==> src/rtl/i2c_bus_arbiter_pkg.sv <==
// i2c_bus_arbiter_pkg: shared arbiter state encoding and START/STOP line patterns
package i2c_bus_arbiter_pkg;
  typedef enum logic [1:0] {
    ST_UNKNOWN,
    ST_IDLE,
    ST_GRANTED,
    ST_EXT_BUSY
  } arb_state_t;
  // Patterns are {scl_q, scl, sda_q, sda}: SDA edge while SCL stays high
  localparam logic [3:0] START_PATTERN = 4'b1110;
  localparam logic [3:0] STOP_PATTERN  = 4'b1101;
endpackage

==> src/rtl/i2c_bus_arbiter_if.sv <==
// i2c_bus_arbiter_if: bus lines, requests and grant/status between arbiter and master engines
interface i2c_bus_arbiter_if #(parameter int NUM_REQ = 4);
  localparam int IW = $clog2(NUM_REQ);
  logic               sclDebounced;
  logic               sdaDebounced;
  logic [NUM_REQ-1:0] request;
  logic [NUM_REQ-1:0] releasePulse;
  logic [NUM_REQ-1:0] grant;
  logic [IW-1:0]      ownerId;
  logic               busBusy;
  logic               startDetected;
  logic               stopDetected;
  logic               timeoutErr;
  modport master (
    input  sclDebounced, sdaDebounced, request, releasePulse,
    output grant, ownerId, busBusy, startDetected, stopDetected, timeoutErr
  );
  modport slave (
    output sclDebounced, sdaDebounced, request, releasePulse,
    input  grant, ownerId, busBusy, startDetected, stopDetected, timeoutErr
  );
endinterface

==> src/rtl/i2c_bus_cond_detect.sv <==
// i2c_bus_cond_detect: line history, START/STOP detection and bus-free idle window
module i2c_bus_cond_detect
  import i2c_bus_arbiter_pkg::*;
#(
  parameter int BUS_FREE_CYCLES = 64
) (
  input  logic clk,
  input  logic rst,
  input  logic scl,
  input  logic sda,
  input  logic hold,
  output logic start,
  output logic stop,
  output logic start_det,
  output logic stop_det,
  output logic free_ok
);
  localparam int FW = $clog2(BUS_FREE_CYCLES + 1);
  logic          scl_q;
  logic          sda_q;
  logic          hi;
  logic [FW-1:0] cnt;
  assign hi    = scl & sda;
  assign start = {scl_q, scl, sda_q, sda} == START_PATTERN;
  assign stop  = {scl_q, scl, sda_q, sda} == STOP_PATTERN;
  // free_ok looks ahead: it is true on the cycle that completes the idle window
  assign free_ok = hi && (cnt >= FW'(BUS_FREE_CYCLES - 1));
  // Line history, registered condition pulses and saturating idle counter (held clear while owned)
  always_ff @(posedge clk) begin
    if (rst) begin
      scl_q     <= 1'b0;
      sda_q     <= 1'b0;
      start_det <= 1'b0;
      stop_det  <= 1'b0;
      cnt       <= '0;
    end else begin
      scl_q     <= scl;
      sda_q     <= sda;
      start_det <= start;
      stop_det  <= stop;
      cnt       <= (hold || !hi) ? '0 : (cnt == FW'(BUS_FREE_CYCLES)) ? cnt : cnt + 1'b1;
    end
  end
endmodule

==> src/rtl/i2c_bus_arbiter.sv <==
// i2c_bus_arbiter: round-robin I2C bus ownership among local master engines
module i2c_bus_arbiter
  import i2c_bus_arbiter_pkg::*;
#(
  parameter int NUM_REQ         = 4,
  parameter int BUS_FREE_CYCLES = 64,
  parameter int START_TIMEOUT   = 1024
) (
  input logic              fastClock,
  input logic              reset,
  i2c_bus_arbiter_if.master bus
);
  localparam int IW = $clog2(NUM_REQ);
  localparam int TW = $clog2(START_TIMEOUT + 1);
  arb_state_t    state;
  logic [IW-1:0] ptr;
  logic [IW-1:0] pick;
  logic [TW-1:0] tcnt;
  logic          started;
  logic          any_req;
  logic          own_drop;
  logic          start;
  logic          stop;
  logic          free_ok;
  function automatic logic [IW-1:0] wrap_inc(input logic [IW-1:0] x);
    return (x == IW'(NUM_REQ - 1)) ? '0 : x + 1'b1;
  endfunction
  i2c_bus_cond_detect #(.BUS_FREE_CYCLES(BUS_FREE_CYCLES)) u_cond (
    .clk       (fastClock),
    .rst       (reset),
    .scl       (bus.sclDebounced),
    .sda       (bus.sdaDebounced),
    .hold      (state == ST_GRANTED),
    .start     (start),
    .stop      (stop),
    .start_det (bus.startDetected),
    .stop_det  (bus.stopDetected),
    .free_ok   (free_ok)
  );
  assign any_req  = |bus.request;
  assign own_drop = bus.releasePulse[bus.ownerId] | ~bus.request[bus.ownerId];
  // First set request at or after the pointer; scanning downwards lets the nearest one win
  always_comb begin
    pick = ptr;
    for (int i = NUM_REQ - 1; i >= 0; i--)
      if (bus.request[(int'(ptr) + i) % NUM_REQ]) pick = IW'((int'(ptr) + i) % NUM_REQ);
  end
  // Arbitration FSM with registered grant/status; a START cycle never changes the grant
  always_ff @(posedge fastClock) begin
    if (reset) begin
      state          <= ST_UNKNOWN;
      bus.grant      <= '0;
      bus.ownerId    <= '0;
      bus.busBusy    <= 1'b1;
      bus.timeoutErr <= 1'b0;
      ptr            <= '0;
      tcnt           <= '0;
      started        <= 1'b0;
    end else begin
      bus.timeoutErr <= 1'b0;
      case (state)
        ST_UNKNOWN:
          if (start) state <= ST_EXT_BUSY;
          else if (free_ok) begin
            state       <= ST_IDLE;
            bus.busBusy <= 1'b0;
          end
        ST_IDLE:
          if (start) begin
            state       <= ST_EXT_BUSY;
            bus.busBusy <= 1'b1;
          end else if (any_req) begin
            state       <= ST_GRANTED;
            bus.busBusy <= 1'b1;
            bus.grant   <= NUM_REQ'(1) << pick;
            bus.ownerId <= pick;
            tcnt        <= '0;
            started     <= 1'b0;
          end
        ST_GRANTED:
          if (start) started <= 1'b1;
          else if (own_drop || (!started && tcnt == TW'(START_TIMEOUT - 1))) begin
            state          <= ST_UNKNOWN;
            bus.grant      <= '0;
            bus.timeoutErr <= !own_drop;
            ptr            <= wrap_inc(bus.ownerId);
            tcnt           <= '0;
          end else if (!started) tcnt <= tcnt + 1'b1;
        ST_EXT_BUSY:
          if (stop) state <= ST_UNKNOWN;
        default: state <= ST_UNKNOWN;
      endcase
    end
  end
endmodule
==> src/flat_wrapper.sv <==
// flat-port wrapper written by rule: the top's interface ports become plain ports
module i2c_bus_arbiter_flat import i2c_bus_arbiter_pkg::*;
#(
  parameter int NUM_REQ         = 4,
  parameter int BUS_FREE_CYCLES = 64,
  parameter int START_TIMEOUT   = 1024
)
  (fastClock, reset, bus_sclDebounced, bus_sdaDebounced, bus_request, bus_releasePulse, bus_grant, bus_ownerId, bus_busBusy, bus_startDetected, bus_stopDetected, bus_timeoutErr);
  i2c_bus_arbiter_if #(.NUM_REQ(NUM_REQ)) bus_i ();
  input logic fastClock;
  input logic reset;
  input wire logic [$bits(bus_i.sclDebounced)-1:0] bus_sclDebounced;
  input wire logic [$bits(bus_i.sdaDebounced)-1:0] bus_sdaDebounced;
  input wire logic [$bits(bus_i.request)-1:0] bus_request;
  input wire logic [$bits(bus_i.releasePulse)-1:0] bus_releasePulse;
  output wire logic [$bits(bus_i.grant)-1:0] bus_grant;
  output wire logic [$bits(bus_i.ownerId)-1:0] bus_ownerId;
  output wire logic [$bits(bus_i.busBusy)-1:0] bus_busBusy;
  output wire logic [$bits(bus_i.startDetected)-1:0] bus_startDetected;
  output wire logic [$bits(bus_i.stopDetected)-1:0] bus_stopDetected;
  output wire logic [$bits(bus_i.timeoutErr)-1:0] bus_timeoutErr;
  assign bus_i.sclDebounced = bus_sclDebounced;
  assign bus_i.sdaDebounced = bus_sdaDebounced;
  assign bus_i.request = bus_request;
  assign bus_i.releasePulse = bus_releasePulse;
  assign bus_grant = bus_i.grant;
  assign bus_ownerId = bus_i.ownerId;
  assign bus_busBusy = bus_i.busBusy;
  assign bus_startDetected = bus_i.startDetected;
  assign bus_stopDetected = bus_i.stopDetected;
  assign bus_timeoutErr = bus_i.timeoutErr;
  i2c_bus_arbiter #(.NUM_REQ(NUM_REQ), .BUS_FREE_CYCLES(BUS_FREE_CYCLES), .START_TIMEOUT(START_TIMEOUT)) u_core (.fastClock(fastClock), .reset(reset), .bus(bus_i));
endmodule
==> config.mk <==
export PLATFORM = sky130hd
export DESIGN_NAME = i2c_bus_arbiter_flat
export DESIGN_NICKNAME = d
export VERILOG_FILES = /design/src/rtl/i2c_bus_arbiter_pkg.sv /design/src/rtl/i2c_bus_arbiter_if.sv /design/src/rtl/i2c_bus_cond_detect.sv /design/src/rtl/i2c_bus_arbiter.sv /design/src/flat_wrapper.sv
export SDC_FILE = /design/constraint.sdc
export NUM_CORES = 1
export LEC_CHECK = 0
export ABC_CLOCK_PERIOD_IN_PS = 2300
export CORE_MARGIN = 4
export CORE_UTILIZATION = 45
export DETAILED_ROUTE_END_ITERATION = 16
export PLACE_DENSITY_LB_ADDON = 0.05
export SYNTH_ARGS = -nofsm -noshare
export SYNTH_HDL_FRONTEND = slang
export SYNTH_HIERARCHICAL = 1
export SYNTH_SLANG_ARGS = --single-unit
==> constraint.sdc <==
create_clock -name fastClock -period 2.3 [get_ports fastClock]
set_input_delay 0.46 -clock fastClock [delete_from_list [all_inputs] [get_ports fastClock]]
set_output_delay 0.46 -clock fastClock [all_outputs]
set_load 0.02 [all_outputs]
* Yosys cells after proc, flatten, opt, wreduce, memory -nomap -nowiden
Index checks and enable logic that the tools add are counted.
Widths: inputs -> output; s select.
** Storage, ports and cells
- Output and inout port bits :: 10
- Register bits after elaboration :: 35
- Logic and storage cells :: 125
** Cells by class
- Bitwise operators :: 9
- Order comparisons :: 6
- Mux-type cells :: 48
- Shift-type cells :: 1
- Equality and inequality tests :: 19
- Reductions and logical operators :: 23
- Add/subtract/negate cells :: 6
** Operator list (number)
- $mux 11 :: 5
- $mux 2 :: 12
- $pmux 11 s2 :: 1
- $mux 1 :: 16
- $mux 4 :: 4
- $reduce_and 5->1 :: 3
- $bmux 1 s2 :: 6
- $lt 3x4->1 const B :: 3
- $add 11x1->11 const B :: 1
- $eq 11x10->1 const B :: 1
- $ne 2x1->1 const B :: 5
- $eq 4x4->1 const B :: 2
- $pmux 2 s4 :: 1
- $pmux 4 s2 :: 1
- $reduce_and 4->1 :: 2
- $reduce_or 2->1 :: 4
- $reduce_or 4->1 :: 2
- $add 7x1->7 const B :: 1
- $eq 7x7->1 const B :: 1
- $ge 7x6->1 const B :: 1
- $eq 2x2->1 const B :: 3
- $lt 2x3->1 const B :: 2
- $ne 2x2->1 const B :: 3
- $ne 3x1->1 const B :: 2
- 16 further kinds :: 30

* Logic depth before layout (Yosys ltp)
Gate-level depths: netlist of the first run.
- Depth after elaboration :: 14
- Mapped depth :: 9
- Depth with buffers taken out :: 9

* Hierarchy
The synthesis of the first run kept the hierarchy.
** Modules (own cells, without submodules)
- i2c_bus_arbiter :: sequential area each 480.5 um^2, instances 1, area each 1497.7 um^2, cells each 181
- i2c_bus_cond_detect :: sequential area each 220.2 um^2, instances 1, area each 494.2 um^2, cells each 52

* Least setup slack after synthesis of the first run
Ideal clock, no wire load.
- Path kind :: flip-flop to flip-flop
- Start :: register u_core.state[0]
- End :: register u_core.tcnt[7]
- Path buffers :: 2
- Arrival :: 1847 ps
- Cell stages (with the launch flop) :: 10
- Slack :: 383 ps
- Data required time :: 2230 ps
- Cells stage by stage :: dfxtp_1 > inv_1 > ha_1 > clkbuf_1 > nand2_1 > a32o_2 > o21ai_2 > buf_4 > or4_1 > a21oi_1
** Between the ends
- Longest elaborated chain between the ends :: 3
- Elaborated cells between the ends (all ways) :: 9
- Those cells by class :: eq/ne (6); mux (1); reduce/logical (2)
** Ends and longest elaborated chain
- start: declaration :: RTL line i2c_bus_arbiter.sv:15 : arb_state_t state;
- start signal: assignment :: RTL line i2c_bus_arbiter.sv:51 : state <= ST_UNKNOWN;
- start signal: assignment :: RTL line i2c_bus_arbiter.sv:63 : if (start) state <= ST_EXT_BUSY;
- start signal: assignment :: RTL line i2c_bus_arbiter.sv:65 : state <= ST_IDLE;
- $eq 2x2->1 or $eq 2x1->1 (tied branches) :: RTL line i2c_bus_arbiter.sv:61 : case (state)
- $ne 3x3->1 (no source line) (tied with other cells)
- $reduce_and 5->1 (no source line)
- end signal: assignment :: RTL line i2c_bus_arbiter.sv:88 : end else if (!started) tcnt <= tcnt + 1'b1;
- end: declaration :: RTL line i2c_bus_arbiter.sv:18 : logic [TW-1:0] tcnt;
Several ways; a longest one is shown, not always the timed one.
A chain may end at the register's enable or synchronous reset.

* Final worst setup path of the first run
- Start :: input port bus_request[1]
- End :: register u_core.tcnt[10]
** Between the ends
- Longest elaborated chain between the ends :: 8
- Elaborated cells between the ends (all ways) :: 12
- Those cells by class :: eq/ne (2); mux (5); bitwise (2); reduce/logical (3)
** Ends and longest elaborated chain
- start: declaration :: RTL line flat_wrapper.sv:14 : input wire logic [$bits(bus_i.request)-1:0] bus_request;
- $bmux 1 s2 :: RTL line i2c_bus_arbiter.sv:41 : assign own_drop = bus.releasePulse[bus.ownerId] | ~bus.request[bus.ownerId];
- $mux 1 (implied by the code) :: RTL line i2c_bus_arbiter.sv:41
- $not 1->1 :: RTL line i2c_bus_arbiter.sv:41
- $or 1x1->1 :: RTL line i2c_bus_arbiter.sv:41
- $logic_or 1x1->1 :: RTL line i2c_bus_arbiter.sv:82 : else if (own_drop || (!started && tcnt == TW'(START_TIMEOUT - 1))) begin
- $mux 11 :: RTL line i2c_bus_arbiter.sv:82
- $mux 11 :: RTL line i2c_bus_arbiter.sv:81 : if (start) started <= 1'b1;
- $pmux 11 s2 :: RTL line i2c_bus_arbiter.sv:61
Several ways; a longest one is shown, not always the timed one. The select of a mux whose other input is x is not followed.

==> flow_metrics.py, run 1 <==
metrics = {
    "clock_network": {
        "worstSkewPairLatency_ps": 290,
        "cts_resized": 0,
        "cts_buffer_depth": 2,
        "cts_setup_buffers": 0,
        "clk_pin_slew_ps": 80,
        "cts_made_buffers": 5,
        "clock-sinks": 35,
        "cts_htree_levels": 2,
        "root_buffer": "clkbuf_8",
        "hold_buffers": 0,
        "cts_tree": "built",
    },
    "yosys": {
        "synth_edf_count": 0,
        "synth_area_per_cell_um2": 8.549,
        "syn-num-nets": 253,
        "yosysWarnings": 6,
        "ys_ff_latch": 35,
        "yosys.area.top_type_share": 0.3518,
        "synth_flop_cell": "dfxtp_1",
        "syn-instance-count": 233,
        "syn_area_um2": 1992,
        "yosys-top-cells-area": "dfxtp_1 (35%), a21oi_1 (5.8%), ha_1 (5.0%)",
        "yosys.area.top_type": "dfxtp_1",
        "async_flop_share": 0,
        "ys_seq_area_frac": 0.3518,
        "synth_cell_types": 55,
    },
    "final_layout": {
        "finalNetCount": 294,
        "final_cells": 325,
        "diodes": 0,
        "synthToLayoutAreaGrowth_pct": 25.25,
        "postLayoutCoreUtil": 0.6021,
        "layout-drive-gt1-share": 0.1527,
    },
    "routing": {
        "wirelength_um": 4280,
        "drt_iter0_markers": 99,
        "drc_errors": 0,
        "drt-pass1-iter-count": 4,
        "num_vias": 1773,
        "vias_per_cell": 5.455,
        "drt-wirelength-per-cell_um": 13.17,
        "ant_nets": 0,
    },
    "global_routing": {
        "grt_pass1_wl_um": 7562,
        "globalRouteOverflowTotal": 0,
        "grt_max_degree": 22,
        "grt_pass1_vias": 1729,
        "grt_util_all_layers": 0.1726,
        "grt_antenna_before_repair": 0,
    },
    "worst_setup_path": {
        "worstPathCellList": "clkdlybuf4s50_1 > or4_4 > a32o_2 > buf_4 > a311o_1 > a21oi_2",
        "cpMaxStageDelayCell": "or4_4",
        "end_kind": "flop",
        "required_ps": 2530,
        "startpoint_type": "input port",
        "path_class": "in -> reg",
        "slowest_delay_ps": 560,
        "r2r_setup_slack_ps": 290,
        "crit_arrival_ps": 2420,
        "path_max_fanout": 5,
    },
    "timing": {
        "finClkSkew_ps": 11.07,
        "hold_viol_final": 0,
        "rsz0062_at_grt": "no",
        "finalCritPeriodShare": 0.9489,
        "setup_viol": 0,
        "max_slew_margin": 0.6762,
        "clock.fmax_mhz": 458.2,
        "slew_violations": 0,
        "period_needed_ps": 2182,
        "worst_pin_slew_ps": 481.9,
    },
    "placement": {
        "io_buffers": 21,
        "place_congestion": 0.8101,
        "dp.cells": 316,
        "dpl.hpwl_um": 3264,
    },
    "floorplan": {
        "die_area_um2": 5555,
        "fp.dieW_um": 74.53,
        "chipHeight_um": 74.53,
        "initial_utilization": 0.4807,
        "core_um2": 4144,
        "rows": 23,
        "io_pins": 22,
    },
    "power": {
        "p_leak_nw": 0.9040,
        "vdd_drop_max_mv": 0.3716,
        "power_density_nw_per_um2": 892.8,
    },
    "run": {
        "max_cap_viol_count": 0,
    },
    "hold_path": {
        "hold_path.class": "reg -> reg",
    },
    "run_status": {
        "status": "complete, no violations",
    },
}
-- final cells by class --
cell class,instances,area (um^2)
Fill cell,406,1649
Multi-Input combinational cell,180,1209
Sequential cell,35,700.7
Timing Repair Buffer,42,367.9
Clock buffer,6,82.58
Tap cell,50,62.56
Inverter,10,37.54
Clock inverter,2,35.03
-- sequential cells by signal (all words and copies together) (netlist names) --
register and flops:
u_core/bus.busBusy 1, u_core/u_cond/scl_q 1, u_core/started 1, u_core/u_cond/sda_q 1, u_core/tcnt 11, u_core/state 2, u_core/bus.timeoutErr 1, u_core/u_cond/start_det 1
u_core/bus.ownerId 2, u_core/ptr 2, u_core/bus.grant 4, u_core/u_cond/stop_det 1, u_core/u_cond/cnt 7
-- final timing paths --
kind,startpoint,endpoint,depth (start not counted)
hold reg to reg,u_core/tcnt[1],u_core/tcnt[1],2
setup / recovery,bus_request[1],u_core/tcnt[10],6
hold / removal,u_core/tcnt[1],u_core/tcnt[1],2
setup reg to reg,u_core/tcnt[0],u_core/tcnt[3],6
-- synthesized netlist by cell type, types with 2 or more instances --
master,instances
nand2_1,15
a21oi_1,23
o31ai_1,2
nor3b_1,2
a21boi_0,2
or4_1,3
nand4_1,4
nand4b_1,2
buf_4,2
nor3_1,5
and4_1,4
nor4_1,2
xor2_1,5
a31oi_1,2
o21ai_2,2
or3_1,5
mux4_2,2
o21bai_1,2
a21o_1,2
a311oi_1,2
ha_1,8
o211ai_1,3
nand3_1,8
nor2b_1,13
inv_1,9
nor2_1,17
o21ai_0,7
dfxtp_1,35
mux2i_1,5
clkbuf_1,4
o21ai_1,5
nand2b_1,8
-- worst max-delay path: cells and delay by family --
kind / cells / cell delay, ps
compound gates: 3 / 780
buf+inv: 2 / 630
simple gates: 1 / 560
-- kinds of logic after synthesis --
logic type                 after synthesis  synth area share
AOI/OAI and AO/OA                       60            0.1935
xor gates and xnor gates                 6           0.02638
adders and majority gates                8           0.05025
buffers and inverters                   18           0.04145
DFF                                     35            0.3518
muxes                                    7           0.04774
and+or+nand+nor                         99            0.2889
-- cell usage in the layout (no fill, tap or decap), drive strengths merged, types with 2 or more instances in the layout --
cell           count
nor2              18
nor3b              2
a21boi             2
clkdlybuf4s50     21
nor4               2
nand3              8
o31ai              2
or2                2
a311oi             2
o21ai             14
a21oi             24
ha                 8
nand2b             8
mux2i              5
nor2b             13
dfxtp             35
nor3               5
or4                4
o211ai             3
inv               10
o21bai             2
mux4               2
or3                5
a31oi              2
and4               4
nand4b             2
nand2             15
a21o               2
clkbuf             6
nand4              4
buf               21
xor2               5
-- metrics by stage --
| stage | TNS [ps] | total power (W) | hold WS [ps] | setup slack (ps) | instance area, um^2 |
|---|---|---|---|---|---|
| floorplan | 0 | 0.001344 | 449.2 | 382.9 | 1992 |
| global placement | -429.8 | 0.001612 | 467.0 | -58.00 | 2370 |
| detailed placement | -471.4 | 0.001614 | 470.3 | -97.87 | 2370 |
| CTS | 0 | 0.002201 | 479.4 | 207.7 | 2487 |
| global route | 0 | 0.002386 | 511.4 | 39.07 | 2495 |
| finish | 0 | 0.002227 | 477.3 | 117.6 | 2495 |
-- report_power, final --
part | internal, W | leakage (nW) | switching [W] | total, W
logic | 0.000423 | 0.559 | 0.000524 | 0.000947
registers | 0.000657 | 0.284 | 0.0000464 | 0.000703
clock network | 0.000351 | 0.0612 | 0.000226 | 0.000577
total | 0.00143 | 0.904 | 0.000797 | 0.00223
-- metal layers --
layer	GRT usage	up-vias	share of wire
met5	0	-	0
met4	0.05929	0	0.017
met2	0.2898	30	0.47
met3	0.02838	7	0.029
met1	0.2241	810	0.48
li1	-	926	-
No activity file was read; power rests on OpenSTA's default activity.
==> inputs of run 2 (changes only) <==
- CELL_PAD_IN_SITES_DETAIL_PLACEMENT: not set -> 0
- CELL_PAD_IN_SITES_GLOBAL_PLACEMENT: not set -> 1
- CTS_CLUSTER_DIAMETER: not set -> 200
- DONT_BUFFER_PORTS: not set -> 1
==> run 2 against run 1 <==
Compared with the run above: cell count decreased by 11%; count of clock-buffer cells in the layout grew 1; total power is 14% lower; first-iteration DRC count shrank 46%; via count down 5.1%; combinational power decreased by 20%; register-to-register slack got worse by 30 ps; sequential power grew 2%; core utilization shrank 8.7 points; global-route usage rose by 0.13 points; sequential share of layout area rose by 4.7 points; critical path type is now reg -> reg.
==> flow_metrics.py, run 2 (synthesis gave the netlist of run 1 again) <==
metrics = {
    "worst_setup_path": {
        "worstPathCellList": "ha_1 > and4_1 > nand4_1 > nand3_1 > or4_1 > a21oi_1",
        "end_kind": "flop",
        "path_max_fanout": 8,
        "worst-path-buf-inv": 0,
        "cpMaxStageDelayCell": "or4_1",
        "path_class": "reg -> reg",
        "slowest_delay_ps": 570,
        "crit_arrival_ps": 2270,
        "cp_top_family": "simple AND/OR/NAND/NOR gates",
        "startpoint_type": "flop",
        "required_ps": 2530,
    },
    "routing": {
        "vias_per_cell": 5.820,
        "drc_errors": 0,
        "drt-pass1-iter-count": 4,
        "num_vias": 1682,
        "drt_iter0_markers": 53,
        "drt-wirelength-per-cell_um": 15.12,
        "ant_nets": 0,
        "wirelength_um": 4371,
    },
    "timing": {
        "clock.fmax_mhz": 489.9,
        "rsz0062_at_grt": "no",
        "setup_viol": 0,
        "period_needed_ps": 2041,
        "finClkSkew_ps": 3.915,
        "worst_pin_slew_ps": 424.5,
        "slew_violations": 0,
        "setup_ws_ps": 258.7,
        "max_slew_margin": 0.7164,
        "hold_viol_final": 0,
        "finalCritPeriodShare": 0.8875,
        "finalSetupTns_ps": 0,
        "fin_hold_ws_ps": 232.1,
    },
    "placement": {
        "place_congestion": 0.8235,
        "dpl.hpwl_um": 3334,
        "io_buffers": 0,
        "dp_slack_ps": 279.4,
    },
    "final_layout": {
        "postLayoutCoreUtil": 0.5154,
        "layout-drive-gt1-share": 0.1046,
        "largest_reg_flops": 11,
        "final_cell_mix": "dfxtp_1 (35), a21oi_1 (23), nor2_1 (17)",
        "reg_top3": "u_core/tcnt: 11 flops, u_core/u_cond/cnt: 7 flops, u_core/bus.grant: 4 flops",
        "finalNetCount": 258,
        "mostFrequentLayoutCell": "dfxtp_1",
        "diodes": 0,
        "largest-register": "u_core/tcnt",
        "synthToLayoutAreaGrowth_pct": 7.224,
    },
    "clock_network": {
        "root_buffer": "clkbuf_8",
        "hold_buffers": 0,
        "cts_made_buffers": 5,
        "cts_htree_levels": 2,
        "clk_pin_slew_ps": 70,
        "worstSkewPairLatency_ps": 290,
        "cts_resized": 0,
        "cts_tree": "built",
        "clock-sinks": 35,
        "cts_buffer_depth": 2,
        "cts_setup_buffers": 0,
    },
    "power": {
        "fin_total_pwr_w": 0.001906,
        "power_density_nw_per_um2": 892.2,
        "p_leak_nw": 0.7366,
        "vdd_drop_max_mv": 0.3846,
    },
    "floorplan": {
        "chipHeight_um": 74.53,
        "die_area_um2": 5555,
        "core_um2": 4144,
        "io_pins": 22,
        "rows": 23,
        "initial_utilization": 0.4807,
        "fp.dieW_um": 74.53,
    },
    "global_routing": {
        "globalRouteOverflowTotal": 0,
        "grt_pass1_vias": 1702,
        "grt_antenna_before_repair": 0,
        "grt_max_degree": 23,
        "grt_util_all_layers": 0.1739,
        "grt_pass1_wl_um": 7403,
    },
    "run_status": {
        "status": "complete, no violations",
    },
    "hold_path": {
        "hold_path.class": "in -> reg",
    },
    "run": {
        "max_cap_viol_count": 0,
    },
}
-- run 2: worst paths after layout --
path,startpoint,endpoint,slack [ps],depth (start not counted)
worst min-delay path,reset,u_core/u_cond/start_det,230,1
worst max register to register,u_core/tcnt[0],u_core/tcnt[3],260,6
worst max-delay path,u_core/tcnt[0],u_core/tcnt[3],260,6
worst min register to register,u_core/tcnt[1],u_core/tcnt[1],470,2
-- run 2: worst reg2reg max path, stage by stage, from the launching register on --
cell     delay, ps
dfxtp_1        340
ha_1           230
and4_1         250
nand4_1        170
nand3_1        280
or4_1          570
a21oi_1        140
-- run 2: cell type report --
type,count,area (um^2)
Clock inverter,1,5.005
Fill cell,404,2008
Sequential cell,35,700.7
Multi-Input combinational cell,180,1209
Timing Repair Buffer,6,45.04
Clock buffer,7,76.32
Tap cell,50,62.56
Inverter,10,37.54
-- run 2: per-layer routing --
layer | wire [um] | vias to the layer above | track usage
li1 | - | 865 | -
met1 | 1908 | 782 | 0.1928
met2 | 2228 | 28 | 0.3083
met3 | 167 | 7 | 0.04865
met4 | 67 | 0 | 0.07708
met5 | 0 | - | 0
-- run 2: power by group --
part	total, W	internal, W	switching, W
registers	0.000716	0.000657	0.0000585
clock network	0.000436	0.000213	0.000223
logic	0.000754	0.000288	0.000466
total	0.00191	0.00116	0.000748
-- run 2: per-stage QoR --
step	cells	instance area, um^2
floorplan	233	1992
global placement	281	2054
detailed placement	281	2054
CTS	289	2136
global route	289	2136
finish	289	2136
